[config.mk]
export PLATFORM = sky130hd
export DESIGN_NAME = nibble_frame_rx
export DESIGN_NICKNAME = d
export VERILOG_FILES = /design/src/rtl/nibble_frame_rx.sv
export SDC_FILE = /design/constraint.sdc
export NUM_CORES = 1
export LEC_CHECK = 0
export CORE_MARGIN = 2
export CORE_UTILIZATION = 35
export CTS_BUF_LIST = sky130_fd_sc_hd__clkbuf_16
export CTS_CLUSTER_SIZE = 16
export DETAILED_ROUTE_END_ITERATION = 6
export GPL_ROUTABILITY_DRIVEN = 0
export SLEW_MARGIN = 20
export SYNTH_ARGS = -nofsm -noshare
export SYNTH_HDL_FRONTEND = slang
export SYNTH_SLANG_ARGS = --single-unit
[constraint.sdc]
create_clock -name CLK -period 4.5 [get_ports CLK]
set_input_delay 0.9 -clock CLK [delete_from_list [all_inputs] [get_ports CLK]]
set_output_delay 0.9 -clock CLK [all_outputs]
set_load 0.01 [all_outputs]
[src/rtl/nibble_frame_rx.sv]
// Receiver for a framed nibble stream: finds the two-nibble sync word, packs the data nibbles
// into bytes (high nibble first), checks a trailing XOR checksum and counts good/bad frames.
module nibble_frame_rx #(
  parameter int unsigned FRAME_BYTES = 4,
  parameter logic [3:0]  SYNC_HI     = 4'hA,
  parameter logic [3:0]  SYNC_LO     = 4'h5
) (
  input  logic       CLK,
  input  logic       RST,
  input  logic [3:0] Din,
  input  logic       Din_En,
  output logic [7:0] Byte_Data,
  output logic       Byte_Valid,
  output logic       Frame_Done,
  output logic       Frame_Err,
  output logic [7:0] Good_Cnt,
  output logic [7:0] Err_Cnt
);

  localparam int unsigned NumNibbles = 2 * FRAME_BYTES;
  localparam int unsigned IdxW       = (NumNibbles > 2) ? $clog2(NumNibbles) : 1;
  localparam logic [IdxW-1:0] LastIdx = IdxW'(NumNibbles - 1);

  typedef enum logic [1:0] {StIdle, StSync, StData, StCheck} state_e;

  state_e          state_q, state_d;
  logic [IdxW-1:0] idx_q, idx_d;
  logic [3:0]      csum_q, csum_d;
  logic [3:0]      hi_q, hi_d;
  logic [7:0]      byte_data_q, byte_data_d;
  logic            byte_valid_q, byte_valid_d;
  logic            frame_done_q, frame_done_d;
  logic            frame_err_q, frame_err_d;
  logic [7:0]      good_cnt_q, good_cnt_d;
  logic [7:0]      err_cnt_q, err_cnt_d;

  always_comb begin
    state_d      = state_q;
    idx_d        = idx_q;
    csum_d       = csum_q;
    hi_d         = hi_q;
    byte_data_d  = byte_data_q;
    byte_valid_d = 1'b0;
    frame_done_d = 1'b0;
    frame_err_d  = 1'b0;
    good_cnt_d   = good_cnt_q;
    err_cnt_d    = err_cnt_q;

    if (Din_En) begin
      unique case (state_q)
        StIdle: begin
          if (Din == SYNC_HI) state_d = StSync;
        end
        StSync: begin
          if (Din == SYNC_LO) begin
            state_d = StData;
            idx_d   = '0;
            csum_d  = '0;
          end else if (Din != SYNC_HI) begin
            state_d = StIdle;
          end
        end
        StData: begin
          // Sync values are ordinary data here; only the nibble index matters.
          csum_d = csum_q ^ Din;
          idx_d  = idx_q + 1'b1;
          if (!idx_q[0]) begin
            hi_d = Din;
          end else begin
            byte_data_d  = {hi_q, Din};
            byte_valid_d = 1'b1;
          end
          if (idx_q == LastIdx) state_d = StCheck;
        end
        StCheck: begin
          frame_done_d = 1'b1;
          if (Din != csum_q) begin
            frame_err_d = 1'b1;
            if (err_cnt_q != 8'hFF) err_cnt_d = err_cnt_q + 8'd1;
          end else begin
            good_cnt_d = good_cnt_q + 8'd1;
          end
          state_d = StIdle;
        end
        default: state_d = StIdle;
      endcase
    end
  end

  always_ff @(posedge CLK) begin
    if (RST) begin
      state_q      <= StIdle;
      idx_q        <= '0;
      csum_q       <= '0;
      hi_q         <= '0;
      byte_data_q  <= '0;
      byte_valid_q <= 1'b0;
      frame_done_q <= 1'b0;
      frame_err_q  <= 1'b0;
      good_cnt_q   <= '0;
      err_cnt_q    <= '0;
    end else begin
      state_q      <= state_d;
      idx_q        <= idx_d;
      csum_q       <= csum_d;
      hi_q         <= hi_d;
      byte_data_q  <= byte_data_d;
      byte_valid_q <= byte_valid_d;
      frame_done_q <= frame_done_d;
      frame_err_q  <= frame_err_d;
      good_cnt_q   <= good_cnt_d;
      err_cnt_q    <= err_cnt_d;
    end
  end

  assign Byte_Data  = byte_data_q;
  assign Byte_Valid = byte_valid_q;
  assign Frame_Done = frame_done_q;
  assign Frame_Err  = frame_err_q;
  assign Good_Cnt   = good_cnt_q;
  assign Err_Cnt    = err_cnt_q;

endmodule

==> impl_metrics.yaml <==
floorplan:
  die_x_um: 76.9
  ioPinCount: 34
  start_util: 0.364
  dieArea_um2: 5910
  fp-row-count: 26
  core-area_um2: 5110
  dieHeight_um: 76.9
power:
  p_leak_nw: 0.746
  power.density_nw_per_um2: 313
  power_mw: 0.730
  ir_drop_v: 0.000148
placed_design:
  io_buffers: 33
  hpwl_mm: 2.58
  place_ws_ns: 1.45
  placed_area_um2: 2190
cts:
  cts_root_buf: "clkbuf_16"
  cts_tree: "yes"
  clk_latency_ns: 0.28
  cts_buffer_depth: 2
  ctsHoldBuffers: 0
  clock_sinks: 40
  cts_setup_buffers: 0
  cts_resized: 0
  htree_levels: 2
  numCtsBuffers: 5
  cts.clk_slew.worst_paths_ns: 0.06
global_route:
  grt_max_degree: 44
  antenna_found_initial: 0
  grt_overflow_total: 0
  grt_pass1_wl_mm: 6.74
  grt_pass1_vias: 1496
  grt_use_total: 0.136
cells_and_area:
  syn_to_final_growth_pct: 25.4
  nFillCells: 513
  final_area_um2: 2330
  drive_gt1_frac: 0.0625
  diodes: 0
  final_util: 0.456
  seq_area_um2: 801
  nets: 250
  multi_input_area_um2: 940
sta:
  max_freq_ghz: 0.362
  slew_viol_final: 0
  slew_headroom: 0.637
  fin_crit_sh: 0.613
  grt_setup_unrepaired: "false"
  skew_ns: 0.00656
  fin_setup_tns_ns: 0
  setup_slack_ns: 1.74
  hold_viol_final: 0
  worstMarginPinSlew_ns: 0.541
  setup_viol: 0
  fin_crit_ns: 2.76
synthesis:
  synth_edf_count: 0
  avgSynthCellArea_um2: 8.81
  synth_nets: 222
  synth_xor_xnor_area_share: 0.0188
  synth_common_cells: "40 x dfxtp_1, 29 x a21oi_1, 23 x nand2_1"
  synth_top_cells_by_area: "dfxtp_1 43%, a21oi_1 7.8%, nand2_1 4.6%, o21ai_0 3.5%, o31ai_1 3.2%"
  yosysUniqueCellTypes: 42
  synth_fa_ha_area_frac: 0.0269
  synth_compound_area_frac: 0.176
  yosys.area_share.simple: 0.244
  synth_top_family_by_area: "simple AND/OR/NAND/NOR gates"
  synth_seq_cells: 40
  ys_seq_area_frac: 0.431
  synthArstFlopShare: 0
  yosysTopAreaCellShare: 0.431
  syn_inst: 211
  syn_area_um2: 1860
  yosys_warnings: 0
  synth_flop_cell: "dfxtp_1"
  yosys.cell_count.top_type: "dfxtp_1"
  muxShareOfSynthArea: 0.0397
  synth_top_cell_by_area: "dfxtp_1"
min_path:
  hold_start: "hi_q[3]$_SDFFE_PP0P_"
  hp-class: "reg2reg"
drt:
  drtIter0Drc: 90
  dr.pass1.iters: 4
  wl_mm: 3.75
  avgViaCountPerCell: 5.17
  drc_errors: 0
  wire_per_inst_um: 12.1
  vias: 1603
  ant_nets: 0
setup_path:
  crit_fanout: 15
  worstSetupStartpointType: "input pin"
  cp_cell_sequence: "clkdlybuf4s50_1 -> xnor2_1 -> nand4_1 -> nor4_1 -> mux2_2"
  r2r_end: "Err_Cnt[7]$_SDFFE_PP0P_"
  cp_num_buf_inv: 1
  worstPathArrival_ns: 2.93
  crit_end: "Good_Cnt[7]$_SDFFE_PP0P_"
  worst_setup_path_end_kind: "register"
  cp.depth: 5
  critPathKind: "in2reg"
  worstRegToRegCells: 4
  crit_slowest_cell: "clkdlybuf4s50_1"
  reg2reg_from: "state_q[0]$_SDFFE_PP0P_"
  required_ns: 4.67
  crit_start: "Din[2]"
  critical-path-max-stage-delay_ns: 0.63
  regToRegSetupSlack_ns: 2.54
  cpLargestDelayFamily: "simple AND/OR/NAND/NOR gates"
run_status:
  outcome: "complete, no violations"
run:
  cap_violations: 0
area by class of cell:
cell class / count / share of cell area
multi-input combinational: 152 / 0.403
tap: 70 / 0.0376
clock inverter: 3 / 0.00751
sequential: 40 / 0.344
inverter: 6 / 0.00966
timing repair buffer: 34 / 0.145
clock buffer: 5 / 0.0537
worst min-delay path by stage:
stage,cells past startpoint,slack [ns],endpoint
final,2,0.46,Byte_Data[7]$_SDFFE_PP0P_
after global routing,2,0.49,Byte_Data[6]$_SDFFE_PP0P_
after CTS,2,0.46,Byte_Data[0]$_SDFFE_PP0P_
after detailed placement,2,0.45,Byte_Data[4]$_SDFFE_PP0P_
after global placement,2,0.45,Byte_Data[2]$_SDFFE_PP0P_
after floorplan,2,0.43,Byte_Data[4]$_SDFFE_PP0P_
power by group:
part           internal (mW)  switching, mW  total, mW  leakage (nW)
clock network          0.204          0.135      0.339        0.0716
registers              0.356        0.00316      0.360         0.322
logic                 0.0123         0.0190     0.0313         0.352
per-stage QoR:
stage	hold WS [ns]	instances
floorplan	0.429	211
global placement	0.447	302
detailed placement	0.450	302
CTS	0.463	310
global route	0.487	310
finish	0.461	310
sequential cells by signal (all words and copies together) (netlist names), named ones only:
register and count:
Byte_Data 8, Byte_Valid 1, Err_Cnt 8, Frame_Done 1
Frame_Err 1, Good_Cnt 8, csum_q 4, hi_q 4
idx_q 3, state_q 1
worst reg2reg max path, stage by stage (launching register included):
cell and delay, ns:
dfxtp_1 0.51, nand3_4 0.17, a41o_1 0.38, nor4b_1 0.42, mux2_2 0.37
routing by layer:
metal,part of all wire,GRT usage
met1,0.48,0.171
met2,0.46,0.227
met3,0.051,0.0353
met4,0.0069,0.0436
met5,0,0
layout by cell type, fill, tap and decap left out, types with 2 or more instances in the layout:
cell and instances:
a21oi_1 29, a311oi_1 2, a31oi_1 2, clkbuf_16 5, clkdlybuf4s50_1 33, clkinv_1 2, dfxtp_1 40, ha_1 4
inv_1 5, mux2_2 3, mux2i_1 4, nand2_1 23, nand3_1 6, nand4_1 2, nor2_1 13, nor2b_1 6
nor3b_1 3, nor4_1 2, nor4b_1 2, o21ai_0 13, o31ai_1 8, or3_1 4, or4_1 8, xnor2_1 4
cells by family (layout without fill, tap and decap cells):
logic type | count (synthesis) | in the layout
adders and majority gates | 4 | 4
AOI/OAI and AO/OA | 57 | 57
xor gates and xnor gates | 4 | 4
buffers and inverters | 19 | 48
muxes | 7 | 7
DFF | 40 | 40
and+or+nand+nor | 80 | 80
No activity file was read; power rests on OpenSTA's default activity.
